### config.mk
export PLATFORM = sky130hd
export DESIGN_NAME = code_lock_ctrl_flat
export DESIGN_NICKNAME = d
export VERILOG_FILES = /design/src/rtl/code_lock_ctrl_if.sv /design/src/rtl/code_lock_ctrl.sv /design/src/flat_wrapper.sv
export SDC_FILE = /design/constraint.sdc
export NUM_CORES = 1
export LEC_CHECK = 0
export ABC_AREA = 1
export BUFFER_PORTS_ARGS = -buffer_cell sky130_fd_sc_hd__clkbuf_2
export CORE_ASPECT_RATIO = 0.75
export CORE_MARGIN = 10
export CORE_UTILIZATION = 44
export CTS_BUF_LIST = sky130_fd_sc_hd__clkbuf_8
export DETAILED_ROUTE_END_ITERATION = 8
export MAX_ROUTING_LAYER = met4
export PLACE_DENSITY_LB_ADDON = 0.25
export SLEW_MARGIN = 15
export SYNTH_ARGS = -nofsm -noshare
export SYNTH_HDL_FRONTEND = slang
export SYNTH_SLANG_ARGS = --single-unit
### constraint.sdc
create_clock -name clk -period 4.75 [get_ports clk]
set_input_delay 0.475 -clock clk [delete_from_list [all_inputs] [get_ports clk]]
set_output_delay 0.475 -clock clk [all_outputs]
set_load 0.02 [all_outputs]
### src/rtl/code_lock_ctrl_if.sv
// Signal bundle for the code lock: digit entry handshake, user requests and status.
// The master side drives digits and requests; the slave side is the lock controller.
interface code_lock_ctrl_if;
    // Handshake: a digit transfers on a rising clk edge where digit_vld and digit_rdy
    // are both high. The master may assert digit_vld regardless of digit_rdy; digits
    // offered while digit_rdy is low are dropped, never queued.
    logic [3:0] digit;
    logic       digit_vld;
    logic       prog;
    logic       lock;
    logic       digit_rdy;
    logic       unlocked;
    logic       error;
    logic       lockout;
    logic [1:0] fail_cnt;
    logic [2:0] dbg_state;

    modport master (
        output digit, digit_vld, prog, lock,
        input  digit_rdy, unlocked, error, lockout, fail_cnt, dbg_state
    );

    modport slave (
        input  digit, digit_vld, prog, lock,
        output digit_rdy, unlocked, error, lockout, fail_cnt, dbg_state
    );
endinterface

### src/rtl/code_lock_ctrl.sv
// Four-digit code lock: checks entered digits against a stored code, opens on a match,
// counts failures into a timed lockout, and allows reprogramming while open.
module code_lock_ctrl #(
    parameter int unsigned LOCKOUT_CYCLES = 16,
    parameter int unsigned MAX_FAIL       = 3,
    parameter logic [15:0] RST_CODE       = 16'h1234
) (
    input  logic             clk,
    input  logic             rst,
    code_lock_ctrl_if.slave  bus
);

    typedef enum logic [2:0] {
        S_LOCKED  = 3'd0,
        S_ENTRY   = 3'd1,
        S_OPEN    = 3'd2,
        S_PROG    = 3'd3,
        S_LOCKOUT = 3'd4
    } state_e;

    localparam logic [7:0] LOCKOUT_LOAD = 8'(LOCKOUT_CYCLES);
    localparam logic [1:0] FAIL_LIMIT   = 2'(MAX_FAIL);

    state_e      state_q, state_d;
    logic [1:0]  idx_q, idx_d;
    logic        mm_q, mm_d;
    logic [1:0]  fail_cnt_q, fail_cnt_d;
    logic [7:0]  lo_cnt_q, lo_cnt_d;
    logic [15:0] code_q, code_d;
    logic        unlocked_q, unlocked_d;
    logic        error_q, error_d;
    logic        lockout_q, lockout_d;
    logic        digit_rdy_q, digit_rdy_d;

    logic        accept;
    logic [3:0]  cur_digit;
    logic        digit_ne;
    logic        attempt_bad;
    logic [1:0]  fail_next;

    // digit0 sits in the top nibble, so idx counts down through the code word
    always_comb begin
        cur_digit = code_q[15:12];
        case (idx_q)
            2'd0: cur_digit = code_q[15:12];
            2'd1: cur_digit = code_q[11:8];
            2'd2: cur_digit = code_q[7:4];
            2'd3: cur_digit = code_q[3:0];
            default: cur_digit = code_q[15:12];
        endcase
    end

    always_comb begin
        accept      = bus.digit_vld && digit_rdy_q;
        digit_ne    = (bus.digit != cur_digit);
        attempt_bad = mm_q || digit_ne;
        fail_next   = (fail_cnt_q == FAIL_LIMIT) ? fail_cnt_q : fail_cnt_q + 2'd1;
    end

    always_comb begin
        state_d    = state_q;
        idx_d      = idx_q;
        mm_d       = mm_q;
        fail_cnt_d = fail_cnt_q;
        lo_cnt_d   = lo_cnt_q;
        code_d     = code_q;
        error_d    = 1'b0;

        case (state_q)
            S_LOCKED: begin
                if (accept) begin
                    idx_d   = 2'd1;
                    mm_d    = digit_ne;
                    state_d = S_ENTRY;
                end
            end

            S_ENTRY: begin
                if (accept) begin
                    if (idx_q != 2'd3) begin
                        mm_d  = attempt_bad;
                        idx_d = idx_q + 2'd1;
                    end else begin
                        idx_d = 2'd0;
                        mm_d  = 1'b0;
                        if (attempt_bad) begin
                            error_d    = 1'b1;
                            fail_cnt_d = fail_next;
                            if (fail_next == FAIL_LIMIT) begin
                                state_d  = S_LOCKOUT;
                                lo_cnt_d = LOCKOUT_LOAD;
                            end else begin
                                state_d = S_LOCKED;
                            end
                        end else begin
                            fail_cnt_d = 2'd0;
                            state_d    = S_OPEN;
                        end
                    end
                end
            end

            S_OPEN: begin
                // prog outranks lock when both arrive together
                if (bus.prog) begin
                    state_d = S_PROG;
                    idx_d   = 2'd0;
                end else if (bus.lock) begin
                    state_d = S_LOCKED;
                    idx_d   = 2'd0;
                    mm_d    = 1'b0;
                end
            end

            S_PROG: begin
                if (accept) begin
                    case (idx_q)
                        2'd0: code_d[15:12] = bus.digit;
                        2'd1: code_d[11:8]  = bus.digit;
                        2'd2: code_d[7:4]   = bus.digit;
                        2'd3: code_d[3:0]   = bus.digit;
                        default: code_d = code_q;
                    endcase
                    if (idx_q == 2'd3) begin
                        idx_d   = 2'd0;
                        state_d = S_LOCKED;
                    end else begin
                        idx_d = idx_q + 2'd1;
                    end
                end
            end

            S_LOCKOUT: begin
                if (lo_cnt_q <= 8'd1) begin
                    lo_cnt_d   = 8'd0;
                    fail_cnt_d = 2'd0;
                    state_d    = S_LOCKED;
                end else begin
                    lo_cnt_d = lo_cnt_q - 8'd1;
                end
            end

            default: begin
                state_d = S_LOCKED;
                idx_d   = 2'd0;
                mm_d    = 1'b0;
            end
        endcase

        // Status flags are registered from the next state so they line up with it
        unlocked_d  = (state_d == S_OPEN);
        lockout_d   = (state_d == S_LOCKOUT);
        digit_rdy_d = (state_d == S_LOCKED) || (state_d == S_ENTRY) || (state_d == S_PROG);
    end

    always_ff @(posedge clk) begin
        if (rst) begin
            state_q     <= S_LOCKED;
            idx_q       <= 2'd0;
            mm_q        <= 1'b0;
            fail_cnt_q  <= 2'd0;
            lo_cnt_q    <= 8'd0;
            code_q      <= RST_CODE;
            unlocked_q  <= 1'b0;
            error_q     <= 1'b0;
            lockout_q   <= 1'b0;
            digit_rdy_q <= 1'b1;
        end else begin
            state_q     <= state_d;
            idx_q       <= idx_d;
            mm_q        <= mm_d;
            fail_cnt_q  <= fail_cnt_d;
            lo_cnt_q    <= lo_cnt_d;
            code_q      <= code_d;
            unlocked_q  <= unlocked_d;
            error_q     <= error_d;
            lockout_q   <= lockout_d;
            digit_rdy_q <= digit_rdy_d;
        end
    end

    assign bus.digit_rdy = digit_rdy_q;
    assign bus.unlocked  = unlocked_q;
    assign bus.error     = error_q;
    assign bus.lockout   = lockout_q;
    assign bus.fail_cnt  = fail_cnt_q;
    assign bus.dbg_state = state_q;

endmodule

### src/flat_wrapper.sv
// flat-port wrapper written by rule: the top's interface ports become plain ports
module code_lock_ctrl_flat 
#(
    parameter int unsigned LOCKOUT_CYCLES = 16,
    parameter int unsigned MAX_FAIL       = 3,
    parameter logic [15:0] RST_CODE       = 16'h1234
)
  (clk, rst, bus_digit, bus_digit_vld, bus_prog, bus_lock, bus_digit_rdy, bus_unlocked, bus_error, bus_lockout, bus_fail_cnt, bus_dbg_state);
  code_lock_ctrl_if bus_i ();
  input  logic clk;
  input  logic rst;
  input wire logic [$bits(bus_i.digit)-1:0] bus_digit;
  input wire logic [$bits(bus_i.digit_vld)-1:0] bus_digit_vld;
  input wire logic [$bits(bus_i.prog)-1:0] bus_prog;
  input wire logic [$bits(bus_i.lock)-1:0] bus_lock;
  output wire logic [$bits(bus_i.digit_rdy)-1:0] bus_digit_rdy;
  output wire logic [$bits(bus_i.unlocked)-1:0] bus_unlocked;
  output wire logic [$bits(bus_i.error)-1:0] bus_error;
  output wire logic [$bits(bus_i.lockout)-1:0] bus_lockout;
  output wire logic [$bits(bus_i.fail_cnt)-1:0] bus_fail_cnt;
  output wire logic [$bits(bus_i.dbg_state)-1:0] bus_dbg_state;
  assign bus_i.digit = bus_digit;
  assign bus_i.digit_vld = bus_digit_vld;
  assign bus_i.prog = bus_prog;
  assign bus_i.lock = bus_lock;
  assign bus_digit_rdy = bus_i.digit_rdy;
  assign bus_unlocked = bus_i.unlocked;
  assign bus_error = bus_i.error;
  assign bus_lockout = bus_i.lockout;
  assign bus_fail_cnt = bus_i.fail_cnt;
  assign bus_dbg_state = bus_i.dbg_state;
  code_lock_ctrl #(.LOCKOUT_CYCLES(LOCKOUT_CYCLES), .MAX_FAIL(MAX_FAIL), .RST_CODE(RST_CODE)) u_core (.clk(clk), .rst(rst), .bus(bus_i));
endmodule
# Word-level counts from Yosys, hierarchy flattened
# Cells that the tools add are included.
dict set report classes {
  n_addsub 3
  n_lt_le_gt_ge 1
  n_eq_ne 25
  n_mux 39
  bitwise 4
  reduce_logical 18
}
# operator n
set ops {}
lappend ops {{$mux 8} 5}
lappend ops {{$mux 3} 10}
lappend ops {{$mux 2} 12}
lappend ops {{$pmux 4 s4} 1}
lappend ops {{$pmux 8 s2} 1}
lappend ops {{$pmux 3 s5} 1}
lappend ops {{$reduce_and 5->1} 3}
lappend ops {{$eq 3x2->1 const B} 4}
lappend ops {{$ne 2x1->1 const B} 6}
lappend ops {{$reduce_and 3->1} 4}
lappend ops {{$pmux 2 s5} 1}
lappend ops {{$eq 2x2->1 const B} 4}
lappend ops {{$le 8x1->1 const B} 1}
lappend ops {{$ne 2x2->1 const B} 4}
lappend ops {{$sub 8x1->8 const B} 1}
lappend ops {{$eq 3x1->1 const B} 2}
lappend ops {{$eq 3x3->1 const B} 2}
lappend ops {{$logic_not 3->1} 2}
lappend ops {{$mux 1} 6}
lappend ops {{$add 2x1->2 const B} 2}
lappend ops {{$ne 4x4->1} 1}
lappend ops {{$not 1->1} 4}
lappend ops {{$pmux 1 s4} 1}
lappend ops {{$pmux 2 s2} 1}
lappend ops {{9 further kinds} 11}
dict set report word_totals {
  register_bits 36
  inputBits 9
  out_inout_bits 9
  wordCells 103
}

# Depth between registers and ports, before layout
# Gate-level depths: netlist of run 1.
dict set report logic_depth {
  depth_word 11
  ltp_mapped 16
  mapped_depth_nobuf 16
}

# Least setup slack after synthesis of run 1
# Ideal clock, no wire load.
dict set report synth_path {
  kind {register to register}
  start {reg u_core.idx_q[0]}
  end {reg u_core.lo_cnt_q[4]}
  setup_time_ps 113
  arrival_time_ps 1632
  required_time_ps 4637
  slack_ps 3005
  path_stages_with_launch 13
  n_path_buf 0
  period_less_slack_ps 1745
  path_cell_list {dfxtp_1 > inv_1 > ha_1 > inv_2 > or2_1 > nand3_1 > nand2_2 > nor2_4 > nand3_4 > nand2_4 > nand2_1 > o21ai_1 > inv_1}
}
dict set report synth_via {
  elab_chain_len 6
  elab_cells_between_ends 11
  cone_classes {eq/ne: 7; mux: 1; reduce/logical: 3}
}
# element line
set synth_rtl {}
lappend synth_rtl {{from (decl)} code_lock_ctrl.sv:25} ;# logic [1:0] idx_q, idx_d;
lappend synth_rtl {{from (signal assigned)} code_lock_ctrl.sv:170} ;# idx_q <= idx_d;
lappend synth_rtl {{$eq 2x2->1, or another cell as far along} code_lock_ctrl.sv:44} ;# case (idx_q)
lappend synth_rtl {{$pmux 4 s4} code_lock_ctrl.sv:44}
lappend synth_rtl {{$ne 4x4->1} code_lock_ctrl.sv:55} ;# digit_ne = (bus.digit != cur_digit);
lappend synth_rtl {{$logic_or 1x1->1} code_lock_ctrl.sv:56} ;# attempt_bad = mm_q || digit_ne;
lappend synth_rtl {{$ne 2x1->1 (no source line)} -}
lappend synth_rtl {{$reduce_and 5->1 (no source line) *} -}
lappend synth_rtl {{to (signal assigned)} code_lock_ctrl.sv:173} ;# lo_cnt_q <= lo_cnt_d;
lappend synth_rtl {{to (decl)} code_lock_ctrl.sv:28} ;# logic [7:0] lo_cnt_q, lo_cnt_d;
# Every way passes the cells marked *; elsewhere a longest branch is shown, timed or not.
# A chain may end at the register's enable or synchronous reset.

# Worst setup path in the final report of run 1
# Ends and elaborated chain as after synthesis.

==> metrics.md, run 1 <==
| Metric | Value |
|---|---|
| Yosys cell types | `30` |
| Synth async-reset ratio | `0%` |
| Root Buffer | `clkbuf_8` |
| Crit share post-route | `41.9%` |
| Switching share of power | `25.5%` |
| Top post-synthesis cells by area | `dfxtp_1 (38%), nand2_1 (13%), inv_1 (8.8%)` |
| Clk_skew | `5.32 ps` |
| Routed WL | `4.17 mm` |
| Pleak | `0.00105 uW` |
| Final count of hold timing violations | `0` |
| CP arrival | `2170 ps` |
| Psw | `144 uW` |
| Commonest non-fill, non-tap cell in the layout | `nand2_1` |
| GR Overflow Total | `0` |
| Crit-path max FO | `9` |
| CTS Sinks | `36` |
| Die Y | `77.1 um` |
| Worst hold path type | `flip-flop to flip-flop` |
| Sequential share of the synthesized area | `37.6%` |
| Buffers on Ports | `17` |
| Share of cells above drive strength 1 | `13.0%` |
| Via count | `1765` |
| Finished Cell Area | `0.00212 sq mm` |
| Initial DRC Count | `158` |
| Syn_area_per_cell | `6.79 sq um` |
| Core ar. | `0.00413 sq mm` |
| Flops & latches, synth | `36` |
| Sequential Power Share | `54.4%` |
| Number of nets in the layout | `317` |
| Post-CTS Resized | `0` |
| Placed cell areas | `0.00205 sq mm` |
| Drt first pass iters | `4` |
| Clk pin slew, worst setup/hold paths | `70 ps` |
| Final Max Tran Viols | `0` |
| Antenna diodes | `0` |
| First-pass GRT wire length | `7.49 mm` |
| Rel. slew slack | `55.3%` |
| RSZ-0062 raised after global routing | `false` |
| GP Congestion | `0.862` |
| Setup violations, final | `0` |
| Fin crit period | `1990 ps` |
| Via density | `4.97` |
| Pint | `422 uW` |
| Initial antenna violation count | `0` |
| Detail Placement HPWL | `3.19 mm` |
| Post-CTS Hold Buffers | `0` |
| Max clock buf depth | `2` |
| Syn Inst Count | `282` |
| Final TNS setup | `0 ps` |
| Routed Antenna Nets | `0` |
| Commonest non-fill, non-tap cells in the layout | `nand2_1 (64), inv_1 (45), dfxtp_1 (36)` |
| Clk_lat worst skew | `280 ps` |
| Synth area leader | `dfxtp_1` |
| P per Cell Area | `267 mW/mm^2` |
| Syn. warnings | `0` |
| Post-synth top area share | `37.6%` |
| Critical setup path kind | `flip-flop to flip-flop` |
| # IOs | `18` |
| Total CTS buffers | `5` |
| Placed cells | `350` |
| Initial Utilization | `46.4%` |
| Largest net degree at the start of global routing | `25` |
| Element type at the critical path start | `flip-flop` |
| Die footprint | `0.00742 sq mm` |
| Comb pwr share | `12.0%` |
| Synth Flop Type | `dfxtp_1` |
| Residual DRC | `0` |
| Synthesized area | `0.00192 sq mm` |
| Syn_nets | `297` |
| Die X | `96.2 um` |
| Fmax | `502 MHz` |
| Post-synth EDFFs | `0` |
| Row count | `20` |
| Fin cells | `355` |
| Vias in the first global route | `1676` |
| CP required | `4930 ps` |
| Worst vdd ir | `0.000205 V` |
| Setup Buffers After CTS | `0` |
| Worst Max-Slew Pin Slew | `670 ps` |
| Max Cap Violations | `0` |
| Global Route Usage Sum | `12.5%` |
| DR WL/cell | `11.8 um` |
| Level count of the clock H-tree | `2` |
| Layout area overhead | `10.8%` |
| Critical Path End Type | `flip-flop` |
| CTS tree | `built` |
| Run status | `complete, no violations` |
| Clock power share | `33.7%` |
-- routing by layer --
metal | track usage, % | wire, um
met3 | 3.21 | 198
met4 | 3.68 | 37
met2 | 16.7 | 1600
met5 | - | 0
met1 | 17.8 | 2330
-- registers in the layout (all words and copies together) (netlist names) --
| register | flops |
|---|---|
| u_core.bus.fail_cnt | 2 |
| u_core.bus.lockout | 1 |
| u_core.bus.dbg_state | 3 |
| u_core.code_q | 16 |
| u_core.bus.unlocked | 1 |
| u_core.bus.error | 1 |
| u_core.idx_q | 2 |
| u_core.bus.digit_rdy | 1 |
| u_core.lo_cnt_q | 8 |
| u_core.mm_q | 1 |
-- cell usage after synthesis (2+ instances only) --
library cell and n:
a211oi_1 2, a21oi_1 27, a31oi_1 2, clkbuf_1 3
dfxtp_1 36, ha_1 6, inv_1 45, nand2_1 64
nand2_2 3, nand3_1 26, nand4_1 5, nor2_1 19
nor3_1 2, o211ai_1 5, o21ai_0 15, or2_2 8
-- metrics by stage --
step / hold WS, ps / total power [uW] / utilization, % / setup slack [ps]
detailed placement: 465 / 383 / 49.7 / 2760
floorplan: 442 / 366 / - / 3010
global placement: 463 / 382 / 49.7 / 2800
CTS: 483 / 571 / 51.4 / 2760
finish: 478 / 567 / 51.4 / 2760
global route: 512 / 594 / 51.4 / 2550
-- path summary, 6_finish.rpt --
path / from / endpoint / slack (ps) / cells past startpoint
hold reg to reg: u_core.code_q[9] / u_core.code_q[9] / 480 / 2
setup reg to reg: u_core.idx_q[0] / u_core.lo_cnt_q[4] / 2760 / 12
hold / removal: u_core.code_q[9] / u_core.code_q[9] / 480 / 2
setup / recovery: u_core.idx_q[0] / u_core.lo_cnt_q[4] / 2760 / 12
-- critical path, cell delays in order, from the launching register on --
cell	delay (ps)
dfxtp_1	330
inv_1	100
ha_1	330
inv_2	110
or2_1	210
nand3_1	100
nand2_2	80
nor2_4	150
nand3_4	120
nand2_4	130
nand2_1	60
o21ai_1	120
inv_1	40
-- final cells by class --
type	count	area, sq um
Multi-Input combinational cell	196	1010
Sequential cell	36	721
Clock buffer	5	68.8
Fill cell	421	2010
Timing Repair Buffer	17	85.1
Inverter	46	173
Tap cell	55	68.8
-- kinds of logic after synthesis --
kind of cell	count (synthesis)	share of synthesized area [%]
DFF	36	37.6
and+or+nand+nor	135	32.8
AOI/OAI and AO/OA	54	15.3
adders and majority gates	6	3.92
xor gates and xnor gates	1	0.457
buffers and inverters	50	9.86
-- power groups by stage --
stage          Clock (uW)  Sequential (uW)  Combinational, uW
3_5_place_dp            0              315               67.7
3_3_place_gp            0              315               67.3
2_1_floorplan           0              316               50.6
4_1_cts               196              308               67.8
5_1_grt               207              308               78.8
6_report              191              308               67.8
No activity file was read; power rests on OpenSTA's default activity.
==> run 2: changes to the inputs <==
Clock period 4.75 ns to 1.7 ns, I/O delays scaled along.
==> run 2 against run 1 <==
Against the previous run:
- the flow now finishes with violations (negative setup slack)
- clock skew about the same
- power increased to 3.1 times the previous value
- flip-flop and latch count unchanged
- cell count increased by 7.0%
- register-to-register slack got worse by 2900 ps
- critical path type unchanged
==> metrics.md, run 2 (synthesis gave the netlist of run 1 again) <==
| Metric | Value |
|---|---|
| CP endpoint | `u_core.lo_cnt_q[4]` |
| Via density | `5.10` |
| GR Overflow Total | `0` |
| Routed WL | `4.84 mm` |
| Vias in the first global route | `1735` |
| Crit. path cell count | `12` |
| Reg with most FFs | `u_core.code_q` |
| Initial antenna violation count | `0` |
| Failing checks | `negative setup slack` |
| Cell repeated most along the worst path | `inv_4` |
| Share of cells above drive strength 1 | `29.5%` |
| RR Startpoint | `u_core.idx_q[1]` |
| Clk_skew | `5.21 ps` |
| Clk_lat worst skew | `290 ps` |
| Critical Path Source | `u_core.idx_q[1]` |
| Antenna diodes | `0` |
| First-pass GRT wire length | `8.14 mm` |
| Final count of hold timing violations | `0` |
| Fill cells | `379` |
| Final Max Tran Viols | `0` |
| Die X | `96.2 um` |
| CTS Sinks | `36` |
| Max reg flops | `16` |
| Total CTS buffers | `5` |
| DR WL/cell | `12.7 um` |
| Routed Antenna Nets | `0` |
| Commonest non-fill, non-tap cells in the layout | `nand2_1 (55), inv_1 (44), dfxtp_1 (34)` |
| P per Cell Area | `709 mW/mm^2` |
| Via count | `1939` |
| CP arrival | `1990 ps` |
| Layout area overhead | `30.0%` |
| Initial DRC Count | `163` |
| Reg2Reg Depth | `12` |
| CP Cell Sequence | `inv_4, ha_4, inv_4, or2_1, nand3_1, nand2_2, nor2_4, nand3_4, nand2_4, nand2_1, o21ai_1, inv_1` |
| Fin crit period | `1790 ps` |
| Number of nets in the layout | `339` |
| Fmax | `558 MHz` |
| Residual DRC | `0` |
| GP Congestion | `0.894` |
| Die footprint | `0.00742 sq mm` |
| FF/Latch Area | `728 sq um` |
| Largest net degree at the start of global routing | `25` |
| Rel. slew slack | `75.6%` |
| Crit-path leading delay family | `simple AND/OR/NAND/NOR gates` |
| Buffers on Ports | `17` |
| Final core occ | `60.3%` |
| Critical Path Slowest Stage Cell | `dfxtp_4` |
| Level count of the clock H-tree | `2` |
| Core ar. | `0.00413 sq mm` |
| CTS tree | `built` |
| Worst Max-Slew Pin Slew | `363 ps` |
| Element type at the critical path start | `flip-flop` |
| Detail Placement HPWL | `3.53 mm` |
| Crit-path max FO | `6` |
| R2r setup slk | `-90 ps` |
| Max Cap Violations | `0` |
| Die Y | `77.1 um` |
| Worst vdd ir | `0.000426 V` |
| Crit path buf inv count | `3` |
| Critical setup path kind | `flip-flop to flip-flop` |
| Initial Utilization | `46.4%` |
| CP required | `1900 ps` |
| Max clock buf depth | `2` |
| Critical Path End Type | `flip-flop` |
| Commonest non-fill, non-tap cell in the layout | `nand2_1` |
| Drt first pass iters | `4` |
| Area occupied by multi-input gates | `0.00116 sq mm` |
| Worst hold path type | `primary input to flip-flop` |
| Clk pin slew, worst setup/hold paths | `70 ps` |
| Pleak | `0.00120 uW` |
| # IOs | `18` |
| Fin worst setup slack | `-91.5 ps` |
| Slowest Stage Delay on Critical Path | `370 ps` |
| Setup violations, final | `15` |
| Run status | `finished, violations left` |
| Crit share post-route | `105%` |
| Global Route Usage Sum | `13.8%` |
| Root Buffer | `clkbuf_8` |
| Row count | `20` |
| Worst r2r dst | `u_core.lo_cnt_q[4]` |
| Final TNS setup | `-753 ps` |
| Place WS | `-143 ps` |
| RSZ-0062 raised after global routing | `true` |
run 2: cell types whose count changed in the layout (fill, tap and decap cells not counted), moves of 8 or more:
cell     before  now
buf_4         0   17
nand2_1      64   55
nand2_2       3   12
nand3_1      26   18
nand3_2       0    8
run 2: power by group:
part	leakage, uW	switching [uW]	internal [uW]	total [uW]
registers	0.000292	13.7	854	868
clock network	0.0000538	297	318	615
logic	0.000850	160	123	282
run 2: worst min-delay path by stage:
stage,start,to,slack (ps),depth (start not counted)
after CTS,bus_digit[0],u_core.code_q[4],160,3
after global placement,bus_digit[0],u_core.code_q[4],450,3
final,bus_digit[0],u_core.code_q[4],170,3
after global routing,bus_digit[0],u_core.code_q[4],190,3
after floorplan,bus_digit[0],u_core.code_q[4],280,2
after detailed placement,bus_digit[0],u_core.code_q[4],460,3
run 2: layout make-up:
class                      count  area share, %
clock buffer                   6           3.32
clock inverter                 2          0.302
inverter                      46           7.24
multi-input combinational    197           46.8
sequential                    36           29.2
tap                           55           2.76
timing repair buffer          38           10.4
run 2: per-stage QoR:
stage / power [uW] / hold slack, ps / area, sq um / cells
after CTS: 1770 / 161 / 2410 / 379
after detailed placement: 1120 / 462 / 2210 / 368
final: 1770 / 169 / 2490 / 380
after floorplan: 1030 / 283 / 1930 / 282
after global placement: 1120 / 452 / 2210 / 368
after global routing: 1850 / 190 / 2490 / 380
run 2: metal layers:
metal	part of all wire [%]	global-route usage (%)	vias to the layer above
met3	6.3	3.70	8
met4	1.4	5.29	0
li1	-	-	1001
met1	51	19.3	879
met5	0	-	-
met2	41	18.1	51
run 2: worst min-delay path: cells and delay by family:
kind / cells / cell delay (ps)
buffers and inverters: 1 / 140
and+or+nand+nor: 2 / 120
run 2: what timing repair did:
item | in CTS | in global routing
gates resized for setup | 26 | 19
hold endpoints to repair | 0 | 0
buffers inserted | 2 | 1
cloned | 1 | 0
setup endpoints to repair | 17 | 18
pin swaps | 18 | 15
hold buffers | 0 | 0
